`src/rtl/mult_reduce_lanes.sv`:
```
// Multi-lane signed multiply-reduce engine: LANES pipelined multipliers, a registered lane adder,
// and a window accumulator with ready/valid backpressure. Optional bias load: MULT_REDUCE_BIAS_EN.
module mult_reduce_lanes #(
  parameter int DATA_WIDTH   = 12,
  parameter int NUM_ELEMENTS = 5,
  parameter int LANES        = 2,
  parameter int MULT_PIPE    = 2,
  localparam int ACC_WIDTH   = 2 * DATA_WIDTH + $clog2(NUM_ELEMENTS + 1)
) (
  input  logic                          clk,
  input  logic                          rst,
  output logic                          mult_reduce_ready_in,
  input  logic                          mult_reduce_valid_in,
  input  logic [LANES*DATA_WIDTH-1:0]   mult_reduce_dataa_in,
  input  logic [LANES*DATA_WIDTH-1:0]   mult_reduce_datab_in,
`ifdef MULT_REDUCE_BIAS_EN
  input  logic signed [ACC_WIDTH-1:0]   mult_reduce_bias_in,
`endif
  input  logic                          mult_reduce_ready_out,
  output logic                          mult_reduce_valid_out,
  output logic [ACC_WIDTH-1:0]          mult_reduce_result_out
);

  localparam int PROD_W     = 2 * DATA_WIDTH;
  localparam int BEATS      = (NUM_ELEMENTS + LANES - 1) / LANES;
  localparam int CNT_W      = (BEATS > 1) ? $clog2(BEATS) : 1;
  localparam int TAIL_LANES = NUM_ELEMENTS - (BEATS - 1) * LANES;
  localparam logic [CNT_W-1:0] LAST_BEAT = CNT_W'(BEATS - 1);

  logic stall, adv, in_hs;

  logic [CNT_W-1:0]         in_beat_q, in_beat_d;
  logic signed [PROD_W-1:0] prod_in [LANES];
  logic signed [PROD_W-1:0] prod_q  [MULT_PIPE][LANES];
  logic signed [PROD_W-1:0] prod_d  [MULT_PIPE][LANES];
  logic [MULT_PIPE-1:0]     mvld_q, mvld_d;

  logic signed [ACC_WIDTH-1:0] lsum_q, lsum_d;
  logic                        lsum_vld_q, lsum_vld_d;

  logic signed [ACC_WIDTH-1:0] acc_q, acc_d, base;
  logic [CNT_W-1:0]            acc_beat_q, acc_beat_d;
  logic signed [ACC_WIDTH-1:0] res_q, res_d;
  logic                        vout_q, vout_d;

  // No skid buffer: a stalled output freezes the whole pipe, so ready_in is purely combinational.
  assign stall                  = vout_q && !mult_reduce_ready_out;
  assign adv                    = !stall;
  assign mult_reduce_ready_in   = adv;
  assign in_hs                  = mult_reduce_valid_in && adv;
  assign mult_reduce_valid_out  = vout_q;
  assign mult_reduce_result_out = res_q;

  // Lanes past the last element on the final beat are forced to a zero product.
  always_comb begin
    for (int k = 0; k < LANES; k++) begin
      prod_in[k] = '0;
      if ((in_beat_q != LAST_BEAT) || (k < TAIL_LANES)) begin
        prod_in[k] = PROD_W'($signed(mult_reduce_dataa_in[k*DATA_WIDTH +: DATA_WIDTH])) *
                     PROD_W'($signed(mult_reduce_datab_in[k*DATA_WIDTH +: DATA_WIDTH]));
      end
    end
  end

  always_comb begin
    prod_d    = prod_q;
    mvld_d    = mvld_q;
    in_beat_d = in_beat_q;
    if (adv) begin
      prod_d[0] = prod_in;
      mvld_d[0] = mult_reduce_valid_in;
      for (int s = 1; s < MULT_PIPE; s++) begin
        prod_d[s] = prod_q[s-1];
        mvld_d[s] = mvld_q[s-1];
      end
      if (in_hs) begin
        in_beat_d = (in_beat_q == LAST_BEAT) ? '0 : in_beat_q + CNT_W'(1);
      end
    end
  end

  always_comb begin
    lsum_d     = lsum_q;
    lsum_vld_d = lsum_vld_q;
    if (adv) begin
      lsum_vld_d = mvld_q[MULT_PIPE-1];
      lsum_d     = '0;
      for (int k = 0; k < LANES; k++) begin
        lsum_d = lsum_d + ACC_WIDTH'(prod_q[MULT_PIPE-1][k]);
      end
    end
  end

  always_comb begin
`ifdef MULT_REDUCE_BIAS_EN
    base = (acc_beat_q == '0) ? mult_reduce_bias_in : acc_q;
`else
    base = acc_q;
`endif
    acc_d      = acc_q;
    acc_beat_d = acc_beat_q;
    res_d      = res_q;
    vout_d     = vout_q;
    if (vout_q && mult_reduce_ready_out) begin
      vout_d = 1'b0;
    end
    // A final beat landing in the same cycle as the output handshake reloads without a bubble.
    if (adv && lsum_vld_q) begin
      if (acc_beat_q == LAST_BEAT) begin
        res_d      = base + lsum_q;
        vout_d     = 1'b1;
        acc_d      = '0;
        acc_beat_d = '0;
      end else begin
        acc_d      = base + lsum_q;
        acc_beat_d = acc_beat_q + CNT_W'(1);
      end
    end
  end

  always_ff @(posedge clk) begin
    if (rst) begin
      in_beat_q  <= '0;
      mvld_q     <= '0;
      lsum_q     <= '0;
      lsum_vld_q <= 1'b0;
      acc_q      <= '0;
      acc_beat_q <= '0;
      res_q      <= '0;
      vout_q     <= 1'b0;
      for (int s = 0; s < MULT_PIPE; s++) begin
        for (int k = 0; k < LANES; k++) begin
          prod_q[s][k] <= '0;
        end
      end
    end else begin
      in_beat_q  <= in_beat_d;
      mvld_q     <= mvld_d;
      lsum_q     <= lsum_d;
      lsum_vld_q <= lsum_vld_d;
      acc_q      <= acc_d;
      acc_beat_q <= acc_beat_d;
      res_q      <= res_d;
      vout_q     <= vout_d;
      prod_q     <= prod_d;
    end
  end

endmodule

```
`config.mk`:
```
export PLATFORM = sky130hd
export DESIGN_NAME = mult_reduce_lanes
export DESIGN_NICKNAME = d
export VERILOG_FILES = /design/src/rtl/mult_reduce_lanes.sv
export SDC_FILE = /design/constraint.sdc
export NUM_CORES = 1
export LEC_CHECK = 0
export CORE_MARGIN = 4
export CORE_UTILIZATION = 60
export DETAILED_ROUTE_END_ITERATION = 6
export MAX_ROUTING_LAYER = met4
export PLACE_DENSITY_LB_ADDON = 0.12
export SYNTH_ARGS = -nofsm -noshare
export SYNTH_HDL_FRONTEND = slang
export SYNTH_SLANG_ARGS = --single-unit
```
`constraint.sdc`:
```
create_clock -name clk -period 7.6 [get_ports clk]
set_clock_uncertainty 0.2 [all_clocks]
set_input_delay 1.52 -clock clk [delete_from_list [all_inputs] [get_ports clk]]
set_output_delay 1.52 -clock clk [all_outputs]
set_load 0.02 [all_outputs]
```
* Yosys cells after proc, flatten, opt, wreduce, memory -nomap -nowiden
Cells that the tools add are included.
** Operators by class
- $add $sub $neg :: 4
- Multipliers :: 2
- Eq/ne operators :: 3
- Muxes and demuxes :: 7
- Bitwise logic cells :: 1
- Reduce and logical (&&, ||, !) cells :: 8
** Operators by type and width (count)
- 12-bit by 12-bit multiplier with 24-bit output :: 2
- 27-bit adder :: 1
- 27-bit two-way mux :: 1
- 24-bit by 24-bit adder with 25-bit output :: 1
- 24-bit two-way mux :: 1
- 2-bit by 1-bit adder with 2-bit output, second input constant :: 2
- 2-bit equality test, second input constant :: 2
- 1-bit logical AND :: 4
- 2-bit two-way mux :: 2
- 2-bit AND reduction :: 2
- 1-bit two-way mux :: 3
- 1-bit zero test :: 2
- 2-bit inequality test, second input constant :: 1
- 1-bit inverter :: 1
** Storage, ports and cells
- Flip-flop bits (word level) :: 185
- Bits of input ports :: 52
- Output and inout port bits :: 29
- Word-level logic and storage cells :: 37

* Logic depth before layout (Yosys ltp)
Gate-level depths: netlist of run 1.
- Word-level depth :: 5
- Depth in mapped cells :: 22
- Mapped depth without buffers :: 21

* Least setup slack after synthesis of run 1
No wires, ideal clock.
- Path type :: in2reg
- Start :: input port mult_reduce_datab_in[4]
- End :: register prod_q[95] (netlist bit)
- Setup time :: 87 ps
- Arrival :: 6439 ps
- Required time :: 7313 ps
- Setup slack :: 874 ps
- Stages :: 20
- Buffers on the path :: 1
- Cells stage by stage :: clkbuf_1 nand2_1 fa_1 inv_1 fa_1 fa_1 fa_1 inv_1 fa_1 inv_1 ha_1 a21o_1 a21o_1 a21o_1 a32oi_1 a21boi_0 o41ai_1 o21ai_0 xnor2_1 o31ai_1
** Between the ends
- Cells in the longest elaborated chain, start to end :: 1
** RTL lines
- start, declared :: line 15 : input logic [LANES*DATA_WIDTH-1:0] mult_reduce_datab_in,
- 12-bit by 12-bit multiplier with 24-bit output :: line 59 : prod_in[k] = PROD_W'($signed(mult_reduce_dataa_in[k*DATA_WIDTH +: DATA_WIDTH])) *
- end signal, assigned :: line 145 : prod_q <= prod_d;
- end, declared :: line 34 : logic signed [PROD_W-1:0] prod_q [MULT_PIPE][LANES];
No other way between the ends.
A chain may end at the register's enable or synchronous reset.

* Worst setup path after layout of run 1
- Start :: input port mult_reduce_dataa_in[6]
- End :: register prod_q[95] (netlist bit)
** Between the ends
- Cells in the longest elaborated chain, start to end :: 1
** RTL lines
- start, declared :: line 14 : input logic [LANES*DATA_WIDTH-1:0] mult_reduce_dataa_in,
- 12-bit by 12-bit multiplier with 24-bit output :: line 59
No other way between the ends.

==> flow_summary_export.csv, run 1 <==
group,metric,value,unit
layout,fin_util,66.71,%
power,p_leak,9.884,nW
power,p_sw,3.754,mW
floorplan,die_h,187.7,µm
sta,setup_violations,0,
routing,vias,15060,
placement,hpwl,33640,µm
clock_network,cts_resized,0,
synthesis,synth_adder_area_share,38.56,%
layout,seqCellArea,0.003664,mm²
synthesis,synth_area,0.01937,mm²
global_routing,first_global_vias,15330,
global_routing,grt_pass1_wl,72390,µm
flow_run,drv_cap,0,
routing,drt_iter0_drc,807,
clock_network,cts_max_level,4,
synthesis,ys_ff_latch,183,
synthesis,synth_compound_area_share,11.87,%
power,max-vdd-ir-drop,407.0,µV
power,p_seq_share,15.5,%
sta,maxSlewViolCount,0,
critical_path,rrSetupSlack,4110,ps
synthesis,synth_mux_area_share,0.05169,%
critical_path,crit_required,7740,ps
clock_network,cts_tree,"yes",
layout,antennaDiodeCount,0,
synthesis,synth_cell_type_count,63,
critical_path,cp_max_fo,12,
sta,rsz0062_at_grt,"false",
floorplan,rows,65,
global_routing,track_usage,24.95,%
clock_network,clockBufferDepth,2,
critical_path,end_kind,"register",
routing,ant_nets,0,
outcome,status,"finished clean",
layout,fill_cells,2725,
synthesis,synthSimpleGateAreaFrac,18.19,%
power,power,8.225,mW
global_routing,overflow,0,
floorplan,coreArea,0.03172,mm²
synthesis,synth_top_family_by_area,"adder cells",
synthesis,synth_area_leaders,"fa_1 29%, dfxtp_1 19%, ha_1 9.8%",
power,power.density,388.7,mW/mm²
global_routing,globalRouteMet3Util,3.034,%
clock_network,path_clk_slew,60,ps
layout,multi_input_area,0.01397,mm²
synthesis,netlist_instances,2300,
power,clock_power_share,10.7,%
sta,fin_ws,492.6,ps
synthesis,syn_nets,2782,
floorplan,initial_core_util,61.06,%
synthesis,synth_top_area_cell,"fa_1",
synthesis,synth_warnings,0,
sta,tightest_slew,1039,ps
routing,wire_per_inst,15.17,µm
synthesis,synth_edf_count,0,
synthesis,synth_top_area_share,28.74,%
power,internal_power,4.471,mW
layout,layout.nets,2812,
routing,wl,41630,µm
floorplan,die_x,187.7,µm
floorplan,io_pins,81,
clock_network,clock_sinks,183,
sta,slew_headroom,29.98,%
global_routing,grt_start_max_net_pins,102,
sta,hold_slack,250.9,ps
min_path,hp-class,"reg2reg",
synthesis,synth-async-reset-ratio,0,%
critical_path,path_class,"in2reg",
routing,firstDrtPassIters,5,
clock_network,cts_hold_buf,0,
sta,period_minus_slack,7107,ps
placement,dp_cells,2713,
global_routing,grt_busiest_layer,"met2",
clock_network,clk_latency,430,ps
sta,hold_viol,0,
synthesis,postSynthAreaPerCell,8.420,µm²
power,comb_power_share,73.8,%
clock_network,cts_inserted_buffers,17,
floorplan,dieArea,0.03521,mm²
clock_network,root_buffer,"clkbuf_16",
power,switching_share,45.64,%
synthesis,synthXorXnorAreaFrac,3.418,%
layout,syn2layout_area_growth,9.258,%
routing,via_per_inst,5.487,
synthesis,ys_seq_area_share,18.92,%
global_routing,antenna_found_initial,0,
sta,period_share,93.52,%
layout,drive_gt1_share,3.672,%
critical_path,cp_data_arrival_time,7250,ps
layout,final_area,0.02116,mm²
sta,max_freq,0.1407,GHz
global_routing,grt_util_met2,39.70,%
layout,final_cells,2744,
placement,routabilityCongestion,0.9188,
synthesis,yosysMostFrequentCell,"nand2_1",
clock_network,cts_setup_buffers,0,
placement,dpl-instance-area,0.02058,mm²
routing,drc,0,
global_routing,use_met1,34.65,%
synthesis,synth_flop_cell,"dfxtp_1",
placement,pre_cts_slack,4.184,ps
synthesis,yosys-top-cells-count,"410 x nand2_1, 351 x inv_1, 278 x fa_1",
sta,fin_setup_tns,0,ps
critical_path,critPathLaunchType,"input pin",
placement,io_buffers,80,
path summary, 6_finish.rpt:
path | from | endpoint | cells past startpoint
setup / recovery | mult_reduce_dataa_in[6] | prod_q[95]$_SDFFE_PP0N_ | 20
hold / removal | prod_q[87]$_SDFFE_PP0N_ | prod_q[87]$_SDFFE_PP0N_ | 2
setup reg to reg | lsum_q[0]$_SDFFE_PP0N_ | acc_q[26]$_SDFFE_PP0P_ | 12
hold reg to reg | prod_q[87]$_SDFFE_PP0N_ | prod_q[87]$_SDFFE_PP0N_ | 2
registers in the layout, summed over array words and instances, names as in the netlist:
register / flops
mvld_q: 2
prod_q: 96
acc_q: 27
lsum_q: 25
mult_reduce_valid_out: 1
lsum_vld_q: 1
in_beat_q: 2
mult_reduce_result_out: 27
acc_beat_q: 2
metal layers:
metal | vias to the layer above | share of wire [%]
met2 | 298 | 47
met4 | 0 | 2.0
met3 | 41 | 4.1
li1 | 7369 | -
met5 | - | 0
met1 | 7347 | 47
critical path: stages:
cell	delay, ps
clkdlybuf4s50_1	760
nand2_1	150
fa_1	510
fa_1	520
fa_1	550
inv_1	50
fa_1	480
inv_1	50
fa_1	470
inv_1	50
ha_1	330
and2_1	180
a31oi_1	180
nand3_1	180
a32oi_1	260
a21boi_0	160
o41ai_1	340
o21ai_0	170
xnor2_1	150
o31ai_1	190
layout make-up:
class                      instances  share of cell area (%)
clock buffer                      23                   2.164
clock inverter                     8                  0.5854
inverter                         353                   6.262
multi-input combinational       1653                   66.02
sequential                       183                   17.31
tap                              402                   2.377
timing repair buffer             122                   5.281
power by group through the flow:
stage	registers, mW	logic, mW	clock network, mW
floorplan	1.26	4.78	0
global placement	1.29	5.89	0
detailed placement	1.30	6.06	0
CTS	1.28	6.10	0.889
global route	1.29	6.99	0.928
finish	1.28	6.07	0.876
layout by cell type (no fill, tap or decap), types with 4 or more instances in the layout:
| cell type | netlist | layout |
|---|---|---|
| buf_4 | 0 | 42 |
| a21oi_1 | 169 | 169 |
| clkbuf_16 | 0 | 17 |
| nor4b_1 | 5 | 5 |
| or2_2 | 6 | 6 |
| a21o_1 | 24 | 24 |
| a211oi_1 | 9 | 9 |
| o21a_1 | 6 | 6 |
| o21ai_0 | 38 | 38 |
| o21bai_1 | 7 | 7 |
| fa_1 | 278 | 278 |
| xor2_1 | 11 | 11 |
| dfxtp_1 | 183 | 183 |
| and4_1 | 4 | 4 |
| inv_1 | 351 | 351 |
| a311o_1 | 4 | 4 |
| or4_1 | 5 | 5 |
| clkdlybuf4s50_1 | 0 | 79 |
| nand2_1 | 410 | 410 |
| nand3_1 | 35 | 35 |
| and2_1 | 105 | 105 |
| nor2_1 | 121 | 121 |
| o311ai_0 | 5 | 5 |
| a31oi_1 | 12 | 12 |
| and3_1 | 9 | 9 |
| a32oi_1 | 5 | 5 |
| xnor2_1 | 62 | 62 |
| a22oi_1 | 36 | 36 |
| o211ai_1 | 11 | 11 |
| nor2b_1 | 12 | 11 |
| nand2b_1 | 14 | 14 |
| nor3_1 | 33 | 33 |
| clkbuf_1 | 105 | 5 |
| nand4_1 | 11 | 11 |
| or3_1 | 10 | 10 |
| ha_1 | 152 | 152 |
logic make-up after synthesis:
kind of cell               after synthesis
and+or+nand+nor                        784
adders and majority gates              430
AOI/OAI and AO/OA                      364
xor gates and xnor gates                74
DFF                                    183
muxes                                    1
buffers and inverters                  464
Power figures use the tool's default switching activity.
==> inputs of run 2 (changes only) <==
==> constraint.sdc (replaced) <==
create_clock -name clk -period 7.6 [get_ports clk]
set_clock_uncertainty 0.2 [all_clocks]
set_input_delay 1.52 -clock clk [delete_from_list [all_inputs] [get_ports clk]]
set_output_delay 1.52 -clock clk [all_outputs]
set_load 0.01 [all_outputs]
==> results of run 2 <==
Same layout as run 1 (identical final DEF). Status: finished clean.
==> inputs of run 3 (changes only) <==
--- a/config.mk
+++ b/config.mk
@@ -6,10 +6,10 @@
 export NUM_CORES = 1
 export LEC_CHECK = 0
 export CORE_MARGIN = 4
-export CORE_UTILIZATION = 60
+export CORE_UTILIZATION = 57
 export DETAILED_ROUTE_END_ITERATION = 6
 export MAX_ROUTING_LAYER = met4
-export PLACE_DENSITY_LB_ADDON = 0.12
+export PLACE_DENSITY = 0.79
 export SYNTH_ARGS = -nofsm -noshare
 export SYNTH_HDL_FRONTEND = slang
 export SYNTH_SLANG_ARGS = --single-unit
==> constraint.sdc (replaced) <==
create_clock -name clk -period 5.7 [get_ports clk]
set_clock_uncertainty 0.2 [all_clocks]
set_input_delay 1.14 -clock clk [delete_from_list [all_inputs] [get_ports clk]]
set_output_delay 1.14 -clock clk [all_outputs]
set_load 0.01 [all_outputs]
==> flow_summary_export.csv, run 3 (same netlist as run 1, synthesis figures left out) <==
group,metric,value,unit
layout,final_common_cell,"nand2_1",
floorplan,die_h,192.3,µm
critical_path,crit_required,5860,ps
layout,antennaDiodeCount,0,
floorplan,dieArea,0.03699,mm²
sta,slew_headroom,31.96,%
min_path,hold_path_depth,2,
routing,vias,17000,
placement,io_buffers,80,
power,p_leak,11.33,nW
global_routing,grt_start_max_net_pins,134,
layout,seqCellArea,0.003664,mm²
layout,syn2layout_area_growth,25.14,%
placement,hpwl,34870,µm
clock_network,root_buffer,"clkbuf_16",
sta,period_share,103.4,%
critical_path,cp_data_arrival_time,6050,ps
critical_path,cp_max_fo,4,
power,switching_share,44.61,%
layout,largest_reg_flops,96,
outcome,status,"finished with violations",
routing,wl,51640,µm
clock_network,path_clk_slew,70,ps
critical_path,reg2regPathDepth,12,
power,p_seq_share,10.9,%
sta,rsz0062_at_grt,"true",
layout,fill_cells,2327,
sta,setup_violations,16,
routing,drc,0,
floorplan,coreArea,0.03353,mm²
power,p_sw,6.969,mW
floorplan,die_x,192.3,µm
global_routing,track_usage,27.47,%
placement,routabilityCongestion,0.9275,
global_routing,antenna_found_initial,0,
layout,drive_gt1_share,23.69,%
sta,hold_viol,0,
sta,max_freq,0.1697,GHz
power,clock_power_share,7.3,%
outcome,violations,"setup timing",
floorplan,io_pins,81,
sta,maxSlewViolCount,0,
layout,final_cell_mix,"370 x nand2_1, 306 x inv_1, 251 x fa_1",
sta,tightest_slew,1021,ps
routing,firstDrtPassIters,6,
global_routing,grt_pass1_wl,81410,µm
clock_network,clock_sinks,183,
power,comb_power_share,81.8,%
clock_network,cts_tree,"yes",
layout,top_register,"prod_q",
layout,fin_util,72.27,%
clock_network,cts_inserted_buffers,17,
routing,wire_per_inst,17.06,µm
floorplan,initial_core_util,57.75,%
flow_run,drv_cap,0,
layout,multi_input_area,0.01504,mm²
critical_path,end_kind,"register",
sta,hold_slack,249.7,ps
global_routing,first_global_vias,17220,
clock_network,cts_max_level,4,
layout,layout.nets,3048,
power,power.density,644.6,mW/mm²
routing,ant_nets,0,
sta,period_minus_slack,5892,ps
power,max-vdd-ir-drop,642.6,µV
sta,fin_setup_tns,-1324,ps
routing,via_per_inst,5.614,
clock_network,cts_hold_buf,0,
sta,fin_ws,-191.9,ps
min_path,hp-class,"reg2reg",
floorplan,rows,67,
critical_path,critPathLaunchType,"input pin",
global_routing,overflow,0,
routing,drt_iter0_drc,1142,
critical_path,path_class,"in2reg",
clock_network,clk_latency,430,ps
power,internal_power,8.652,mW
clock_network,clockBufferDepth,2,
==> run 3: cell types whose count changed in the layout (fill, tap and decap cells not counted), moves of 24 or more <==
cell | before | now
and2_1 | 105 | 77
buf_6 | 1 | 49
ha_4 | 0 | 29
nand2_2 | 0 | 24
clkdlybuf4s50_1 | 79 | 31
and2_4 | 0 | 28
inv_1 | 351 | 306
nand2_1 | 410 | 370
fa_2 | 0 | 27
inv_2 | 1 | 46
ha_1 | 152 | 118
buf_4 | 42 | 237
fa_1 | 278 | 251
==> run 3: critical path: stages <==
cell,delay [ps]
buf_6,100
buf_6,120
and2_4,130
fa_1,460
fa_1,570
fa_1,430
fa_1,530
inv_2,40
fa_1,530
inv_2,50
ha_4,230
buf_4,150
and4_4,180
and2_4,150
a32oi_2,280
a21boi_2,120
o41ai_2,330
buf_4,180
xnor2_2,90
nand2_1,60
a21oi_1,160
==> run 3: what timing repair did <==
item | 4_1_cts | 5_1_grt
setup buffers | 60 | 24
gates resized for setup | 340 | 173
endpoints found under the setup margin | 24 | 22
pin swaps | 162 | 123
gates cloned | 6 | 0
==> run 3: stage by stage <==
stage | instances | cell area (µm²) | power, mW | worst slack, ps
after floorplan | 2300 | 19960 | 8.537 | -237.0
after global placement | 2918 | 22160 | 11.24 | -1003
after detailed placement | 2918 | 22160 | 11.59 | -1127
after CTS | 3011 | 23730 | 13.86 | -165.5
after global routing | 3027 | 24230 | 16.91 | -371.2
final | 3027 | 24230 | 15.62 | -191.9
==> run 3: final cells by class <==
| cell class | instances | area share, % |
|---|---|---|
| tap | 448 | 2.313 |
| sequential | 183 | 15.12 |
| timing repair buffer | 358 | 12.68 |
| clock inverter | 15 | 0.5886 |
| clock buffer | 17 | 1.755 |
| inverter | 353 | 5.478 |
| multi-input combinational | 1653 | 62.07 |
==> run 3: path summary, 6_finish.rpt <==
| kind | startpoint | end | slack [ps] |
|---|---|---|---|
| max | mult_reduce_dataa_in[5] | prod_q[93]$_SDFFE_PP0N_ | -190 |
| min | prod_q[73]$_SDFFE_PP0N_ | prod_q[73]$_SDFFE_PP0N_ | 250 |
| max reg2reg | lsum_q[0]$_SDFFE_PP0N_ | acc_q[26]$_SDFFE_PP0P_ | 2280 |
| min reg2reg | prod_q[73]$_SDFFE_PP0N_ | prod_q[73]$_SDFFE_PP0N_ | 250 |
==> run 3: metal layers <==
metal / track usage [%] / vias to the layer above / wire (µm)
li1: - / 7866 / -
met1: 34.09 / 8235 / 20760
met2: 47.37 / 689 / 25530
met3: 3.401 / 205 / 3107
met4: 8.338 / 0 / 2248
met5: - / - / 0
==> run 3: power groups by stage <==
stage	Combinational [mW]	Sequential, mW	Clock, mW
final	12.8	1.70	1.14
after global routing	14.0	1.73	1.20
after detailed placement	9.87	1.72	0
after global placement	9.52	1.72	0
after CTS	11.0	1.70	1.15
after floorplan	6.86	1.68	0
